File: src/rtl/camera_pattern_gen_pkg.sv
// ----------------------------------------------------------------------------
// camera_gen_pkg
// Shared definitions for the camera test-pattern generator:
//   - mode_t  : test pattern selection encodings
//   - state_t : frame sequencer state encodings
//   - LFSR seed, tap mask and single-step helper
//   - checkerboard block shift (8x8 pixel blocks)
// ----------------------------------------------------------------------------
package camera_gen_pkg;

    typedef enum logic [1:0] {
        MODE_RAMP  = 2'd0,
        MODE_CONST = 2'd1,
        MODE_LFSR  = 2'd2,
        MODE_CHECK = 2'd3
    } mode_t;

    typedef enum logic [2:0] {
        ST_IDLE   = 3'd0,
        ST_LEAD   = 3'd1,
        ST_ACTIVE = 3'd2,
        ST_HBLANK = 3'd3,
        ST_VBLANK = 3'd4
    } state_t;

    localparam logic [15:0] LFSR_SEED = 16'hACE1;

    // x^16+x^14+x^13+x^11+1 in right-shifting Fibonacci form: the feedback
    // bit is the XOR of register bits 0, 2, 3 and 5 and enters at bit 15.
    localparam logic [15:0] LFSR_TAPS = 16'h002D;

    // Checker blocks are 2^CHECK_SHIFT pixels wide and tall.
    localparam int CHECK_SHIFT = 3;

    function automatic logic [15:0] lfsr_step(input logic [15:0] s);
        return {^(s & LFSR_TAPS), s[15:1]};
    endfunction

endpackage

File: src/rtl/camera_pattern_gen_if.sv
// ----------------------------------------------------------------------------
// camera_pattern_gen_if
// CSI-style video stream bundle.
//   frame_valid : high for the whole frame (lead blanking through last pixel)
//   line_valid  : high for active pixels only
//   pixel_data  : pixel value, 0 whenever line_valid is low
// Stream semantics: there is no back-pressure. A pixel is transferred on
// every clock where line_valid is high; line_valid is only ever high while
// frame_valid is high. The source (master) drives, the sink (slave) samples.
// ----------------------------------------------------------------------------
interface camera_pattern_gen_if #(
    parameter int PIX_W = 10
);
    logic             frame_valid;
    logic             line_valid;
    logic [PIX_W-1:0] pixel_data;

    modport master (output frame_valid, line_valid, pixel_data);
    modport slave  (input  frame_valid, line_valid, pixel_data);
endinterface

File: src/rtl/camera_pattern_gen_lfsr.sv
// ----------------------------------------------------------------------------
// pattern_lfsr
// 16-bit Fibonacci LFSR used by the pseudo-random test pattern.
//   clk, rst_n : clock, asynchronous active-low reset (register cleared to 0)
//   load       : reload LFSR_SEED (has priority over adv)
//   adv        : advance one step
//   value      : low OUT_W bits of the current register
// ----------------------------------------------------------------------------
module pattern_lfsr
    import camera_gen_pkg::*;
#(
    parameter int OUT_W = 16
) (
    input  logic             clk,
    input  logic             rst_n,
    input  logic             load,
    input  logic             adv,
    output logic [OUT_W-1:0] value
);

    logic [15:0] lfsr_q;

    always_ff @(posedge clk or negedge rst_n) begin
        if (!rst_n) begin
            lfsr_q <= 16'd0;
        end else if (load) begin
            lfsr_q <= LFSR_SEED;
        end else if (adv) begin
            lfsr_q <= lfsr_step(lfsr_q);
        end
    end

    assign value = lfsr_q[OUT_W-1:0];

endmodule

File: src/rtl/camera_pattern_gen.sv
// ----------------------------------------------------------------------------
// camera_pattern_gen
// Test-pattern video source with configurable geometry and blanking.
// Frame: LEAD (H_BLANK) then HEIGHT x [ACTIVE (WIDTH)] separated by HBLANK
// (H_BLANK), then VBLANK (V_BLANK, frame_valid low, busy high).
//   clk, rst_n  : clock, asynchronous active-low reset
//   en          : start pulse, only looked at in IDLE
//   continuous  : restart after VBLANK, sampled on the last VBLANK cycle
//   mode        : 0 ramp, 1 constant, 2 LFSR, 3 checkerboard (latched at LEAD entry)
//   const_val   : constant-mode value (latched at LEAD entry)
//   vid         : frame_valid / line_valid / pixel_data stream (master)
//   busy        : high from first frame_valid cycle through last VBLANK cycle
//   frame_cnt   : completed frames, steps on the cycle frame_valid falls
//   dbg_state   : current sequencer state
// Optional build macro CAM_GEN_LINE_TAG_EN: pixel 0 of each line carries the
// line number instead of the pattern value (timing unchanged).
// All outputs are registered: they are computed from the next state.
// ----------------------------------------------------------------------------
module camera_pattern_gen
    import camera_gen_pkg::*;
#(
    parameter int WIDTH   = 640,
    parameter int HEIGHT  = 480,
    parameter int PIX_W   = 10,
    parameter int H_BLANK = 16,
    parameter int V_BLANK = 8
) (
    input  logic             clk,
    input  logic             rst_n,
    input  logic             en,
    input  logic             continuous,
    input  logic [1:0]       mode,
    input  logic [PIX_W-1:0] const_val,
    camera_pattern_gen_if.master vid,
    output logic             busy,
    output logic [15:0]      frame_cnt,
    output state_t           dbg_state
);

    localparam logic [15:0] W_LAST = 16'(WIDTH - 1);
    localparam logic [15:0] Y_LAST = 16'(HEIGHT - 1);
    localparam logic [15:0] H_LAST = 16'(H_BLANK - 1);
    localparam logic [15:0] V_LAST = 16'(V_BLANK - 1);

    state_t           state_q, state_d;
    logic [15:0]      cnt_q, cnt_d;      // cycle index in state; x while ACTIVE
    logic [15:0]      y_q, y_d;
    logic             start;             // LEAD entry: latch config, reseed LFSR
    logic             frame_done;        // last pixel -> VBLANK
    mode_t            mode_q;
    logic [PIX_W-1:0] const_q;
    logic [PIX_W-1:0] base_q;            // frame_cnt at frame start (ramp offset)
    logic [PIX_W-1:0] lfsr_val;
    logic [PIX_W-1:0] pix_d;

    pattern_lfsr #(.OUT_W(PIX_W)) u_lfsr (
        .clk   (clk),
        .rst_n (rst_n),
        .load  (start),
        .adv   (state_d == ST_ACTIVE),   // advance after each pixel is issued
        .value (lfsr_val)
    );

    always_comb begin
        state_d    = state_q;
        cnt_d      = cnt_q;
        y_d        = y_q;
        start      = 1'b0;
        frame_done = 1'b0;
        case (state_q)
            ST_IDLE: begin
                if (en) begin
                    state_d = ST_LEAD;
                    cnt_d   = 16'd0;
                    start   = 1'b1;
                end
            end
            ST_LEAD: begin
                if (cnt_q == H_LAST) begin
                    state_d = ST_ACTIVE;
                    cnt_d   = 16'd0;
                    y_d     = 16'd0;
                end else begin
                    cnt_d = cnt_q + 16'd1;
                end
            end
            ST_ACTIVE: begin
                if (cnt_q == W_LAST) begin
                    cnt_d = 16'd0;
                    if (y_q == Y_LAST) begin
                        state_d    = ST_VBLANK;
                        frame_done = 1'b1;
                    end else begin
                        state_d = ST_HBLANK;
                    end
                end else begin
                    cnt_d = cnt_q + 16'd1;
                end
            end
            ST_HBLANK: begin
                if (cnt_q == H_LAST) begin
                    state_d = ST_ACTIVE;
                    cnt_d   = 16'd0;
                    y_d     = y_q + 16'd1;
                end else begin
                    cnt_d = cnt_q + 16'd1;
                end
            end
            ST_VBLANK: begin
                if (cnt_q == V_LAST) begin
                    cnt_d = 16'd0;
                    if (continuous) begin
                        state_d = ST_LEAD;
                        start   = 1'b1;
                    end else begin
                        state_d = ST_IDLE;
                    end
                end else begin
                    cnt_d = cnt_q + 16'd1;
                end
            end
            default: begin
                state_d = ST_IDLE;
                cnt_d   = 16'd0;
            end
        endcase
    end

    // Pattern value for the pixel about to be presented (x = cnt_d, y = y_d).
    always_comb begin
        pix_d = '0;
        if (state_d == ST_ACTIVE) begin
            case (mode_q)
                MODE_RAMP:  pix_d = PIX_W'(cnt_d) + PIX_W'(y_d) + base_q;
                MODE_CONST: pix_d = const_q;
                MODE_LFSR:  pix_d = lfsr_val;
                MODE_CHECK: pix_d = (cnt_d[CHECK_SHIFT] ^ y_d[CHECK_SHIFT]) ? '1 : '0;
                default:    pix_d = '0;
            endcase
`ifdef CAM_GEN_LINE_TAG_EN
            if (cnt_d == 16'd0) begin
                pix_d = y_d[PIX_W-1:0];
            end
`endif
        end
    end

    always_ff @(posedge clk or negedge rst_n) begin
        if (!rst_n) begin
            state_q         <= ST_IDLE;
            cnt_q           <= 16'd0;
            y_q             <= 16'd0;
            mode_q          <= MODE_RAMP;
            const_q         <= '0;
            base_q          <= '0;
            frame_cnt       <= 16'd0;
            busy            <= 1'b0;
            vid.frame_valid <= 1'b0;
            vid.line_valid  <= 1'b0;
            vid.pixel_data  <= '0;
        end else begin
            state_q         <= state_d;
            cnt_q           <= cnt_d;
            y_q             <= y_d;
            busy            <= (state_d != ST_IDLE);
            vid.frame_valid <= (state_d == ST_LEAD) || (state_d == ST_ACTIVE) ||
                               (state_d == ST_HBLANK);
            vid.line_valid  <= (state_d == ST_ACTIVE);
            vid.pixel_data  <= pix_d;
            if (frame_done) begin
                frame_cnt <= frame_cnt + 16'd1;
            end
            if (start) begin
                mode_q  <= mode_t'(mode);
                const_q <= const_val;
                base_q  <= frame_cnt[PIX_W-1:0];
            end
        end
    end

    assign dbg_state = state_q;

endmodule
File: src/flat_wrapper.sv
// flat-port wrapper written by rule: the top's interface ports become plain ports
module camera_pattern_gen_flat import camera_gen_pkg::*;
#(
    parameter int WIDTH   = 640,
    parameter int HEIGHT  = 480,
    parameter int PIX_W   = 10,
    parameter int H_BLANK = 16,
    parameter int V_BLANK = 8
)
  (clk, rst_n, en, continuous, mode, const_val, busy, frame_cnt, dbg_state, vid_frame_valid, vid_line_valid, vid_pixel_data);
  camera_pattern_gen_if #(.PIX_W(PIX_W)) vid_i ();
  input  logic clk;
  input  logic rst_n;
  input  logic en;
  input  logic continuous;
  input  logic [1:0] mode;
  input  logic [PIX_W-1:0] const_val;
  output logic busy;
  output logic [15:0] frame_cnt;
  output state_t dbg_state;
  output wire logic [$bits(vid_i.frame_valid)-1:0] vid_frame_valid;
  output wire logic [$bits(vid_i.line_valid)-1:0] vid_line_valid;
  output wire logic [$bits(vid_i.pixel_data)-1:0] vid_pixel_data;
  assign vid_frame_valid = vid_i.frame_valid;
  assign vid_line_valid = vid_i.line_valid;
  assign vid_pixel_data = vid_i.pixel_data;
  camera_pattern_gen #(.WIDTH(WIDTH), .HEIGHT(HEIGHT), .PIX_W(PIX_W), .H_BLANK(H_BLANK), .V_BLANK(V_BLANK)) u_core (.clk(clk), .rst_n(rst_n), .en(en), .continuous(continuous), .mode(mode), .const_val(const_val), .vid(vid_i), .busy(busy), .frame_cnt(frame_cnt), .dbg_state(dbg_state));
endmodule
File: config.mk
export PLATFORM = sky130hd
export DESIGN_NAME = camera_pattern_gen_flat
export DESIGN_NICKNAME = d
export VERILOG_FILES = /design/src/rtl/camera_pattern_gen_pkg.sv /design/src/rtl/camera_pattern_gen_if.sv /design/src/rtl/camera_pattern_gen_lfsr.sv /design/src/rtl/camera_pattern_gen.sv /design/src/flat_wrapper.sv
export SDC_FILE = /design/constraint.sdc
export NUM_CORES = 1
export LEC_CHECK = 0
export ABC_AREA = 1
export CAP_MARGIN = 20
export CORE_MARGIN = 2
export CORE_UTILIZATION = 59
export CTS_CLUSTER_DIAMETER = 200
export CTS_CLUSTER_SIZE = 14
export DETAILED_ROUTE_END_ITERATION = 16
export PLACE_DENSITY = 0.82
export SYNTH_ARGS = -nofsm -noshare
export SYNTH_HDL_FRONTEND = slang
export SYNTH_SLANG_ARGS = --single-unit
File: constraint.sdc
create_clock -name clk -period 4.65 [get_ports clk]
set_clock_uncertainty 0.1 [all_clocks]
set_input_delay 0.465 -clock clk [delete_from_list [all_inputs] [get_ports clk]]
set_output_delay 0.465 -clock clk [all_outputs]
set_load 0.03 [all_outputs]
==> reports/results.ini <==
[yosys]
yosysSeqAreaShare_pct = 42.81
synth_area_um2 = 5962
synthCells = 736
syn_nets = 774
yosysMostFrequentCell = nand2_1
synth_cell_types = 49
ys_top_cells_by_area = dfrtp_1, nand2_1, inv_1
synth_edf_count = 0
yosys_warnings = 0
yosysTopAreaCell = dfrtp_1
synth_top_area_share_pct = 42.81
ys_top_cells_by_count = nand2_1, inv_1, dfrtp_1
avgSynthCellArea_um2 = 8.101
ys_seq_elements = 102
async_flop_share_pct = 100.0
synthFlopType = dfrtp_1

[power_and_ir_drop]
seqPwrFrac_pct = 37.2
power_per_cell_area_nw_per_um2 = 399.7
intPower_mw = 1.647
peakVddDrop_mv = 0.3168
clockPowerShare_pct = 22.7
p_sw_mw = 1.060
p_comb_share_pct = 40.0
switching_share_pct = 39.16
leakagePower_nw = 3.209

[clock_tree]
root_buffer = clkbuf_8
cts_tree = done
clock-sinks = 102
clockBufferDepth = 2
cts_buffers = 9
hold_buffers = 0
cts_max_level = 3
cts_resized = 0
clk_latency_ns = 0.38
post-cts-setup-buffers = 0
clkTransAtPathRegs_ns = 0.10

[routing]
drc = 0
num_vias = 5124
firstDrtPassIters = 5
ant_nets = 0
wl_per_cell_um = 14.84
drtIter0Drc = 233
via_per_inst = 5.551
wl_um = 13700

[worst_hold_path]
hp-class = input pin to async pin

[cells_and_area]
finish.net_count = 824
num_antenna_cells = 0
syn_to_final_growth_pct = 13.62
drive_gt1_share_pct = 8.734
postLayoutCoreUtil_pct = 69.30

[placed_design]
gp_congestion = 0.9086
port_buffers = 47
dpl.hpwl_um = 10250

[critical_path]
worst_ep_required_time_ns = 4.82
max_stage_delay_ns = 0.47
cp.arrival_ns = 4.35
timing.rr.start = u_core.cnt_q[0]
path_class = flip-flop to flip-flop
startpoint = u_core.cnt_q[0]
critPathMostFrequentCell = nand2_1
worst_path_max_delay_cell = fa_1
end_kind = flip-flop
cp-start-kind = flip-flop
critPathMaxFanout = 8
cp_cell_sequence = ha_1 -> nand2_1 -> nor2_1 -> nand3_1 -> nor2_4 -> nor2_1 -> inv_1 -> nand2_1 -> inv_1 -> o21ai_2 -> a22o_1 -> fa_1 -> ha_1 -> fa_1 -> nand2_1 -> inv_1 -> o21ai_0 -> nand2_1 -> a21o_1 -> a21oi_1 -> xor2_1 -> nand2_1 -> nand2_1 -> a21oi_1
r2r_slack_ns = 0.47

[sta]
hold_viol_final = 0
slew_viol_final = 0
period_minus_slack_ns = 4.184
worst_pin_slew_ns = 0.9842
slew_headroom_pct = 34.14
max_freq_ghz = 0.2390
fin_crit_sh_pct = 89.97
rsz0062_at_grt = no
tns_ns = 0
setup_viol = 0

[global_route]
overflow = 0
antenna_found_initial = 0
grt_pass1_vias = 5047
grt_first_pass_wirelength_um = 23310
grt_usage_pct = 26.58
grt_start_max_net_pins = 71

[die]
die_area_um2 = 10930
core_area_um2 = 9774
ios = 48
die_h_um = 104.5
initial_core_util_pct = 61.00
row_count = 36
die_x_um = 104.5

[job]
maxCapViolations = 0

[outcome]
status = complete, no violations

[critical path: cells and delay by family (launching register included)]
family                   cells  cell delay, ns
adder cells (fa/ha/maj)      4            1.30
AND/OR/NAND/NOR             10            1.07
buffers and inverters        3            0.19
XOR/XNOR                     1            0.16
flip-flops                   1            0.40
AO/OA/AOI/OAI                6            0.87
[power groups by stage]
stage	Combinational [mW]	Sequential (mW)	Clock (mW)
floorplan	0.803	1.01	0
global placement	1.01	1.02	0
detailed placement	1.05	1.02	0
CTS	1.06	1.01	0.630
global route	1.22	1.02	0.666
finish	1.08	1.01	0.615
[layer usage]
metal | GRT usage (%) | up-vias | routed length [um]
met5 | 0 | - | 0
met4 | 11.00 | 0 | 435
met3 | 5.576 | 39 | 742
met2 | 43.98 | 164 | 6732
met1 | 33.99 | 2431 | 5788
li1 | - | 2490 | -
[path summary, 6_finish.rpt]
kind / end / cells past startpoint
worst max-delay path: u_core.vid.pixel_data[7] / 24
worst min-delay path: u_core.dbg_state[0] / 1
worst max register to register: u_core.vid.pixel_data[7] / 24
worst min register to register: u_core.const_q[1] / 2
max in group asynchronous: u_core.cnt_q[5] / 2
min in group clk: u_core.const_q[1] / 2
[placed cells by master (no fill, tap or decap), types with 9 or more instances in the layout]
cell type        instances
xor2_1                  17
a21oi_1                 23
nand4_1                 13
nor2_1                  59
clkbuf_8                 9
inv_2                    9
ha_1                    12
o21ai_0                 52
fa_1                    10
inv_1                  110
dfrtp_1                102
nor3_1                  14
clkdlybuf4s50_1         46
nand3_1                 47
nor4_1                   9
nand2_1                158
xnor2_1                 11
[through the flow]
| step | hold slack, ns | power [mW] | worst slack (ns) | instances | cell area, um^2 |
|---|---|---|---|---|---|
| after floorplan | 0.06941 | 1.811 | 0.9087 | 736 | 5962 |
| after global placement | 0.3629 | 2.032 | 0.6700 | 908 | 6559 |
| after detailed placement | 0.3643 | 2.078 | 0.4847 | 908 | 6559 |
| after CTS | 0.1204 | 2.701 | 0.4779 | 923 | 6774 |
| after global routing | 0.1651 | 2.903 | 0.1635 | 923 | 6774 |
| final | 0.1021 | 2.707 | 0.4665 | 923 | 6774 |
[state kept, by name, indices dropped and copies added, names as in the netlist, 3 cells and up]
name / count
u_core.u_lfsr.lfsr_q: 16
u_core.y_q: 16
u_core.const_q: 10
u_core.dbg_state: 3
u_core.cnt_q: 16
u_core.base_q: 10
u_core.frame_cnt: 16
u_core.vid.pixel_data: 10
[cells by family after synthesis]
family                     synth area share, %
xor gates and xnor gates                 4.113
DFF                                      42.81
AOI/OAI and AO/OA                        11.29
adders and majority gates                5.876
buffers and inverters                    8.562
and+or+nand+nor                          27.35
[final cells by class]
| type | instances | area [um^2] |
|---|---|---|
| Fill cell | 818 | 3000 |
| Multi-Input combinational cell | 503 | 2899 |
| Sequential cell | 102 | 2552 |
| Timing Repair Buffer | 50 | 490.5 |
| Inverter | 120 | 450.4 |
| Tap cell | 133 | 166.4 |
| Clock buffer | 9 | 123.9 |
| Clock inverter | 6 | 91.34 |
(Power assumes the default switching activity.)
